**src/rtl/apb_multi_sampler.sv**
```systemverilog
// Periodic APB write master: each PERIOD cycles snapshots NCH channels and writes them into per-channel address rings.
// Tick to psel is 1 cycle, 2 cycles per zero-wait transfer; pready_i stalls the frame, ticks landing mid-frame are dropped and counted.
module apb_multi_sampler #(
  parameter int PERIOD = 500_000,
  parameter int NCH    = 4,
  parameter int DW     = 32,
  parameter int AW     = 8,
  parameter int DEPTH  = 16,
  parameter int BASE   = 0
) (
  input  logic              pclk_i,
  input  logic              preset_i,
  input  logic              en_i,
  input  logic [NCH*DW-1:0] pdata_i,
  input  logic [DW-1:0]     prdata_i,
  input  logic              pready_i,
  input  logic              pslverr_i,
  output logic              psel_o,
  output logic              penable_o,
  output logic              pwrite_o,
  output logic [AW-1:0]     paddr_o,
  output logic [DW-1:0]     pwdata_o,
  output logic              frame_done_o,
  output logic [7:0]        err_cnt_o,
  output logic [7:0]        ovr_cnt_o
);

  localparam int TW = $clog2(PERIOD);
  localparam int CW = (NCH > 1) ? $clog2(NCH) : 1;
  localparam int IW = (DEPTH > 1) ? $clog2(DEPTH) : 1;

  localparam logic [1:0] S_IDLE   = 2'd0;
  localparam logic [1:0] S_SETUP  = 2'd1;
  localparam logic [1:0] S_ACCESS = 2'd2;

  logic [1:0]              state;
  logic [TW-1:0]           timer;
  logic [CW-1:0]           ch;
  logic [IW-1:0]           idx;
  logic [NCH-1:0][DW-1:0]  shadow;

  logic tick;
  logic start;
  logic xfer_done;
  logic last_ch;
  logic frame_end;
  logic active;
  logic unused_prdata;

  assign tick      = (timer == '0);
  assign start     = tick && en_i;
  assign xfer_done = (state == S_ACCESS) && pready_i;
  assign last_ch   = (ch == CW'(NCH - 1));
  assign frame_end = xfer_done && last_ch;
  assign active    = (state != S_IDLE);

  // Write-only master: read data is accepted on the port but never used.
  assign unused_prdata = ^prdata_i;

  always_ff @(posedge pclk_i) begin
    if (preset_i) begin
      state        <= S_IDLE;
      timer        <= TW'(PERIOD - 1);
      ch           <= '0;
      idx          <= '0;
      shadow       <= '0;
      frame_done_o <= 1'b0;
      err_cnt_o    <= '0;
      ovr_cnt_o    <= '0;
    end else begin
      timer        <= tick ? TW'(PERIOD - 1) : timer - 1'b1;
      frame_done_o <= frame_end;

      case (state)
        S_IDLE: begin
          if (start) begin
            shadow <= pdata_i;
            ch     <= '0;
            state  <= S_SETUP;
          end
        end
        S_SETUP: state <= S_ACCESS;
        S_ACCESS: begin
          if (pready_i) begin
            if (!last_ch) begin
              ch    <= ch + 1'b1;
              state <= S_SETUP;
            end else begin
              idx <= (idx == IW'(DEPTH - 1)) ? '0 : idx + 1'b1;
              // A tick on the completing cycle chains straight into the next frame.
              if (start) begin
                shadow <= pdata_i;
                ch     <= '0;
                state  <= S_SETUP;
              end else begin
                state <= S_IDLE;
              end
            end
          end
        end
        default: state <= S_IDLE;
      endcase

      if (xfer_done && pslverr_i && (err_cnt_o != 8'hFF))
        err_cnt_o <= err_cnt_o + 1'b1;

      if (start && active && !frame_end && (ovr_cnt_o != 8'hFF))
        ovr_cnt_o <= ovr_cnt_o + 1'b1;
    end
  end

  always_comb begin
    psel_o    = active;
    pwrite_o  = active;
    penable_o = (state == S_ACCESS);
    paddr_o   = '0;
    pwdata_o  = '0;
    if (active) begin
      paddr_o  = AW'(BASE) + AW'(ch) * AW'(DEPTH) + AW'(idx);
      pwdata_o = shadow[ch];
    end
  end

endmodule

```
**config.mk**
```make
export PLATFORM = sky130hd
export DESIGN_NAME = apb_multi_sampler
export DESIGN_NICKNAME = d
export VERILOG_FILES = /design/src/rtl/apb_multi_sampler.sv
export SDC_FILE = /design/constraint.sdc
export NUM_CORES = 1
export LEC_CHECK = 0
export ABC_AREA = 0
export CORE_UTILIZATION = 34
export DETAILED_ROUTE_END_ITERATION = 7
export GPL_ROUTABILITY_DRIVEN = 0
export GPL_TIMING_DRIVEN = 0
export MAX_ROUTING_LAYER = met4
export PLACE_DENSITY = 0.68
export SETUP_SLACK_MARGIN = 0.15
export SLEW_MARGIN = 20
export SYNTH_ARGS = -nofsm -noshare
export SYNTH_HDL_FRONTEND = slang
export SYNTH_SLANG_ARGS = --single-unit
```
**constraint.sdc**
```tcl
create_clock -name pclk_i -period 2.21 [get_ports pclk_i]
set_clock_uncertainty 0.05 [all_clocks]
set_input_delay 0.221 -clock pclk_i [delete_from_list [all_inputs] [get_ports pclk_i]]
set_output_delay 0.221 -clock pclk_i [all_outputs]
set_load 0.03 [all_outputs]
```
==> results of run 1 <==
## critical path, delay by kind of cell, from the launching register on
family                 cells  cell delay [ps]
buffers and inverters      4              560
flip-flops                 1              350
multiplexers               1              490
AND/OR/NAND/NOR            1              150
## registers in the layout (all words and copies together), names as in the netlist
name and count:
timer 19, err_cnt_o 8, idx 4, frame_done_o 1
ovr_cnt_o 8, shadow 128, ch 2, state 2
## placed cells by master (no fill, tap or decap), types with 11 or more instances in the layout
master,n
mux2i_1,129
dfxtp_1,164
clkdlybuf4s50_1,148
nand2_1,18
nor2_1,26
buf_4,31
clkbuf_1,34
mux4_2,32
buf_12,21
buf_6,18
clkbuf_16,28
nand2b_1,259
a21oi_1,11
nor2b_4,14
xor2_1,11
nor2b_1,32
nand3_1,13
## stage by stage
step / util, % / power [mW] / TNS (ps) / cells
finish: 49.0 / 6.75 / -123 / 1469
global route: 48.9 / 6.96 / -1410 / 1468
CTS: 47.0 / 6.81 / -541 / 1444
detailed placement: 43.5 / 3.71 / -21330 / 1404
global placement: 43.5 / 3.71 / -16100 / 1404
floorplan: - / 3.37 / 0 / 880
## power groups by stage
stage | Sequential, mW | Clock (mW) | Combinational [mW]
floorplan | 3.18 | 0 | 0.194
global placement | 3.18 | 0 | 0.530
detailed placement | 3.18 | 0 | 0.529
CTS | 3.11 | 3.17 | 0.533
global route | 3.10 | 3.28 | 0.572
finish | 3.11 | 3.11 | 0.535
## layer usage
layer,track usage [%],wire [um]
met5,-,0
met4,8.38,561
met3,2.59,1060
met2,31.6,12700
met1,25.5,12500
## how the worst max path moves through the flow
stage                     startpoint      endpoint  depth (start not counted)  slack, ps
after floorplan             timer[0]     shadow[0]                          8        290
after global placement      state[0]  pwdata_o[26]                          5       -600
after detailed placement       ch[1]  pwdata_o[14]                          5       -660
after CTS                      ch[0]  pwdata_o[15]                          6        -80
after global routing           ch[0]  pwdata_o[15]                          6       -110
final                          ch[0]  pwdata_o[15]                          6        -40
## cell type report
class,count,area share (%)
Multi-Input combinational cell,636,41.2
Sequential cell,172,27.2
Timing Repair Buffer,218,18.4
Buffer,65,4.84
Clock buffer,17,3.34
Tap cell,335,3.29
Clock inverter,15,1.39
Inverter,7,0.207
Antenna cell,4,0.0787
## logic make-up (layout without fill, tap and decap cells)
logic type	after synthesis	in the layout	synth area share [%]
DFF	172	172	38.3
xor gates and xnor gates	15	15	1.46
and+or+nand+nor	409	409	28.0
buffers and inverters	72	322	5.43
other	1	6	0.0417
AOI/OAI and AO/OA	36	36	2.69
adders and majority gates	6	6	0.835
muxes	168	168	23.3
## timing repair
item                       CTS  global route
resized for setup          264            59
cloned                       2            12
buffers inserted             6             9
pin swaps                    2             5
setup endpoints to repair  183           179
==> results_dict.tcl, run 1 <==
set metrics [dict create \
    status "complete, but fails checks" \
    violations "setup timing" \
    hold_buffers 0 \
    min_to "shadow[84]" \
    crit_slowest_cell "mux4_2" \
    grt_overflow 0 \
    setup_ws_ps -44.6 \
    power_frac_seq_pct 46.0 \
    rrSetupSlack_ps 170 \
    cts_made_buffers 17 \
    syn_avg_cell_area_um2 10.2 \
    drive_above_1_share_pct 17.5 \
    core_area_um2 26000 \
    p_per_area_nw_per_um2 531 \
    num_vias 7029 \
    dr.pass1.iters 6 \
    synth_common_cells "nand2b_1 (259), dfxtp_1 (172), mux2i_1 (130)" \
    die_area_um2 27100 \
    io_buffers 189 \
    worstRegToRegCells 7 \
    grt_max_degree 18 \
    hold_path.class "in2reg" \
    whs_ps 308 \
    grt_use_total_pct 19.9 \
    ir_drop_v 0.000416 \
    row_count 59 \
    drt-total-wl_um 26700 \
    worst_slew_pin_slew_ps 608 \
    switching_share_pct 24.0 \
    nets 1288 \
    area_growth_pct 41.6 \
    die_h_um 165 \
    worst-endpoint-arrival_ps 1980 \
    rsz0062_at_grt "true" \
    grt_pass1_vias 7031 \
    dp_hpwl_um 18400 \
    synth_top_area_cell "dfxtp_1" \
    required_ps 1940 \
    fillers 2372 \
    htree_levels 4 \
    synth_top_area_share_pct 38.3 \
    synth_edf_count 0 \
    rr_endpoint "shadow[39]" \
    syn_area_um2 8990 \
    clock_power_share_pct 46.1 \
    min_period_ps 2250 \
    wl_per_cell_um 18.2 \
    p_leak_nw 4.29 \
    drv_slew 0 \
    p_comb_share_pct 7.9 \
    netlist_instances 879 \
    grt_pass1_wl_um 39300 \
    maxSlewHeadroom_pct 59.4 \
    cts_tree "yes" \
    vias_per_cell 4.78 \
    cp-start-kind "flip-flop" \
    yosysWarnings 0 \
    clkSinkCount 172 \
    start_util_pct 34.6 \
    synthDistinctLibCells 56 \
    synth_ff_type "dfxtp_1" \
    cts_max_path_buffers 2 \
    synthArstFlopShare_pct 0 \
    clkLatencyLatePin_ps 430 \
    route.detailed.drc 0 \
    cts_root_buf "clkbuf_16" \
    max_freq_mhz 444 \
    preCtsSetupSlack_ps -664 \
    multi_input_area_um2 5240 \
    fin_area_um2 12700 \
    drtIter0Drc 287 \
    p_switching_mw 1.62 \
    path_cells "buf_12, buf_12, buf_16, mux4_2, nor2b_1, buf_4" \
    antenna_found_initial 3 \
    holdPathStages 3 \
    ys_seq_elements 172 \
    r2r_start "timer[12]" \
    synth.most_common_cell "nand2b_1" \
    end_kind "primary output" \
    max_stage_delay_ps 490 \
    maxCapViolCount 0 \
    synth_area_leaders "dfxtp_1 (38%), nand2b_1 (18%), mux2i_1 (14%), mux4_2 (8.0%), nor2b_1 (3.2%)" \
    crit_top_cell "buf_12" \
    fin_crit_sh_pct 102 \
    holdCritStartpoint "pdata_i[84]" \
    path_clk_slew_ps 70 \
    setup_viol 4 \
    ant_nets 0 \
    seq_area_frac_synth_pct 38.3 \
    die_w_um 165 \
    worstSetupPathType "reg2out" \
    seqCellArea_um2 3460 \
    pin_count 225 \
    p_int_mw 5.13 \
    crit_fanout 6 \
    hold_viol 0 \
    placed_area_um2 11300 \
]
(Power assumes the default switching activity.)
==> run 2, diff against run 1 <==
Settings changed: CTS_BUF_LIST set to sky130_fd_sc_hd__clkbuf_16.
Clock period 2.21 ns to 2.75 ns, I/O delays scaled along.
==> results_dict.tcl, run 2 (same netlist as run 1, synthesis figures left out) <==
set metrics [dict create \
    status "complete, but fails checks" \
    violations "DRC" \
    cts_resized 54 \
    grt_max_degree 18 \
    whs_ps 360 \
    hold_path.class "in2reg" \
    end_kind "primary output" \
    die_h_um 165 \
    ir_drop_v 0.000336 \
    grt_pass1_wl_um 38600 \
    setup_ws_ps 232 \
    cts_root_buf "clkbuf_16" \
    drtIter0Drc 270 \
    cts_tree "yes" \
    met3_length_um 1140 \
    fin_crit_sh_pct 91.6 \
    clkLatencyLatePin_ps 420 \
    drive_above_1_share_pct 11.5 \
    preCtsSetupSlack_ps -178 \
    cts_made_buffers 17 \
    power_frac_seq_pct 46.1 \
    grt_use_total_pct 19.6 \
    clock_power_share_pct 46.1 \
    p_per_area_nw_per_um2 456 \
    p_leak_nw 4.02 \
    ant_nets 0 \
    max_freq_mhz 397 \
    cts_max_path_buffers 2 \
    row_count 59 \
    p_int_mw 4.12 \
    pin_count 225 \
    grt_pass1_vias 6967 \
    max_stage_delay_ps 550 \
    core_area_um2 26000 \
    crit_fanout 10 \
    final_cell_mix "nand2b_1 (259), dfxtp_1 (171), clkdlybuf4s50_1 (156)" \
    placedCellCount 1404 \
    nets 1259 \
    route.met2.wl_um 11900 \
    maxCapViolCount 0 \
    num_vias 6858 \
    worst-endpoint-arrival_ps 2190 \
    required_ps 2420 \
    worstSetupPathType "reg2out" \
    p_switching_mw 1.29 \
    wl_met1_um 11700 \
    htree_levels 4 \
    grt_overflow 0 \
    area_growth_pct 32.0 \
    dr.pass1.iters 6 \
    vias_per_cell 4.77 \
    layout_commonest_cell "nand2b_1" \
    drt-total-wl_um 25300 \
    antenna_found_initial 3 \
    die_area_um2 27100 \
    hold_viol 0 \
    cts_setup_buffers 0 \
    drv_slew 0 \
    largest_register_ffs 128 \
    cp-start-kind "flip-flop" \
    min_period_ps 2520 \
    io_buffers 189 \
    start_util_pct 34.6 \
    switching_share_pct 23.8 \
    stdcell_count 1439 \
    hold_buffers 0 \
    crit_slowest_cell "mux4_2" \
    clkSinkCount 172 \
    regMostFlops "shadow" \
    worst_slew_pin_slew_ps 643 \
    maxUsedRoutingLayer "met4" \
    path_cells "buf_6, buf_8, mux4_2, nor2b_1, clkdlybuf4s15_1" \
    die_w_um 165 \
    wl_per_cell_um 17.6 \
    rsz0062_at_grt "true" \
    maxSlewHeadroom_pct 57.1 \
    path_clk_slew_ps 70 \
    dp_hpwl_um 18400 \
    fin_util_pct 45.7 \
    fillers 2451 \
    p_comb_share_pct 7.8 \
    route.detailed.drc 2 \
    reg_top3 "shadow (128), timer (19)" \
    setup_viol 0 \
]
## run 2: routing by layer
metal / vias up / track usage (%)
li1: 3402 / -
met1: 3247 / 25.1
met2: 182 / 31.3
met3: 27 / 2.64
met4: 0 / 7.55
met5: - / -
## run 2: through the flow
step | TNS [ps] | power [mW] | area, um^2
finish | 0 | 5.41 | 11900
global route | 0 | 5.59 | 11900
CTS | 0 | 5.47 | 11900
detailed placement | -2770 | 2.98 | 11300
global placement | -1590 | 2.98 | 11300
floorplan | 0 | 2.71 | 8990
## run 2: layout make-up
class	instances	area (um^2)	area share, %
sequential	172	3440	29.0
inverter	7	26.3	0.221
timing repair buffer	189	1790	15.1
buffer	65	514	4.33
tap	335	419	3.53
multi-input combinational	636	5060	42.7
clock buffer	17	425	3.59
antenna	3	7.51	0.0633
clock inverter	15	176	1.49
## run 2: power groups by stage
stage               sequential (mW)  clock [mW]  combinational [mW]
floorplan                      2.55           0               0.156
global placement               2.55           0               0.426
detailed placement             2.55           0               0.425
CTS                            2.50        2.55               0.428
global route                   2.50        2.64               0.454
finish                         2.50        2.49               0.423
## run 2: path summary, 6_finish.rpt
kind	from	end	slack [ps]	cells past startpoint
hold / removal	preset_i	ovr_cnt_o[0]	360	3
setup reg to reg	timer[0]	shadow[99]	440	8
setup / recovery	ch[0]	pwdata_o[29]	230	5
hold reg to reg	timer[0]	timer[0]	370	1
## run 2: critical path: cells and delay by family, from the launching register on
kind / cells / cell delay (ps)
buffers and inverters: 3 / 720
flip-flops: 1 / 350
multiplexers: 1 / 550
AND/OR/NAND/NOR: 1 / 150
==> run 3, diff against run 2 <==
Settings changed: SLEW_MARGIN 20 to unset.
==> results of run 3 <==
Final layout, timing and power as in run 2 (identical DEF).
==> RTL change: new RTL, config.mk and constraints of run 1 <==
The parameter `DW` goes from 32 to 28.
--- a/src/rtl/apb_multi_sampler.sv
+++ b/src/rtl/apb_multi_sampler.sv
@@ -3,7 +3,7 @@
 module apb_multi_sampler #(
   parameter int PERIOD = 500_000,
   parameter int NCH    = 4,
-  parameter int DW     = 32,
+  parameter int DW     = 28,
   parameter int AW     = 8,
   parameter int DEPTH  = 16,
   parameter int BASE   = 0
Ports: changed (resized pdata_i, prdata_i and pwdata_o); port bits go from 225 to 201. No check against the original RTL was run, so the function may have changed too.
==> RTL change against run 1 <==
Final cell count down 12%; non-clock buffer count shrank 20; routed wire length decreased by 13%; design area down 9.1%; largest power group unchanged; sequential cell count down 16; count of clock-buffer cells in the layout grew 1; total power is 12% lower; register-to-register slack got worse by 0.16 ns; worst setup slack better by 0.058 ns; area after synthesis is 25% lower.
==> RTL change: results <==
[global_routing]
grt_max_degree = 17
grt_pass1_wl_um = 31880
use_met1 = 0.2669
grt_pass1_vias = 6130

[yosys]
synthTopCellsByCount = "243 x nand2_1, 156 x dfxtp_1, 124 x a21oi_1"
synth.mux.area_fraction = 0.09906
synth_compound_area_frac = 0.1109
synth.distinct_cells = 44

[min_path]
whs_endpoint = "shadow[71]"

[setup_path]
crit_family = "simple AND/OR/NAND/NOR gates"
required_ns = 2.44
path_class = "reg -> reg"
rr_worst_depth = 8
worstPathMaxFanout = 8
r2r-end = "shadow[87]"

[sta]
timing.hold.ws_ns = 0.2888
relSlewSlack = 0.4217

[cells_and_area]
fillers = 1613
top_regs = "shadow: 112 flops, timer: 19 flops"
final_nets = 1165

[routing]
drtIter0Drc = 312
wl_met2_um = 11400
drt-met1-wl_um = 10030

[power_and_ir_drop]
p_switching_mw = 1.436

[run_status]
status = "finished, final reports clean"
-- RTL change: changes by cell type in the layout (fill, tap and decap cells not counted), moves of 10 or more --
cell             before  now
clkbuf_1             34   16
nand2_4               0  100
nand2_1              18  134
nand2b_1            259    1
mux2i_1             129    3
a21oi_2               0  103
clkdlybuf4s50_1     148  133
a21oi_1              11   21
dfxtp_1             164  151
-- RTL change: layout make-up --
cell class	count	area (um^2)	area share
clock buffers	18	439.2	0.03800
diodes	1	2.502	0.0002165
well taps	265	331.6	0.02869
flip-flops and latches	156	3137	0.2714
multi-input cells	570	4705	0.4070
plain buffers	54	545.5	0.04720
inverters	6	22.52	0.001948
repair buffers	209	2253	0.1950
clock inverters	14	122.6	0.01061
-- RTL change: timing repair --
item	in CTS	in global routing
hold buffers	0	0
pin swaps	14	163
buffers inserted	10	14
gates resized for setup	350	326
gates cloned	1	14
endpoints found under the setup margin	160	148
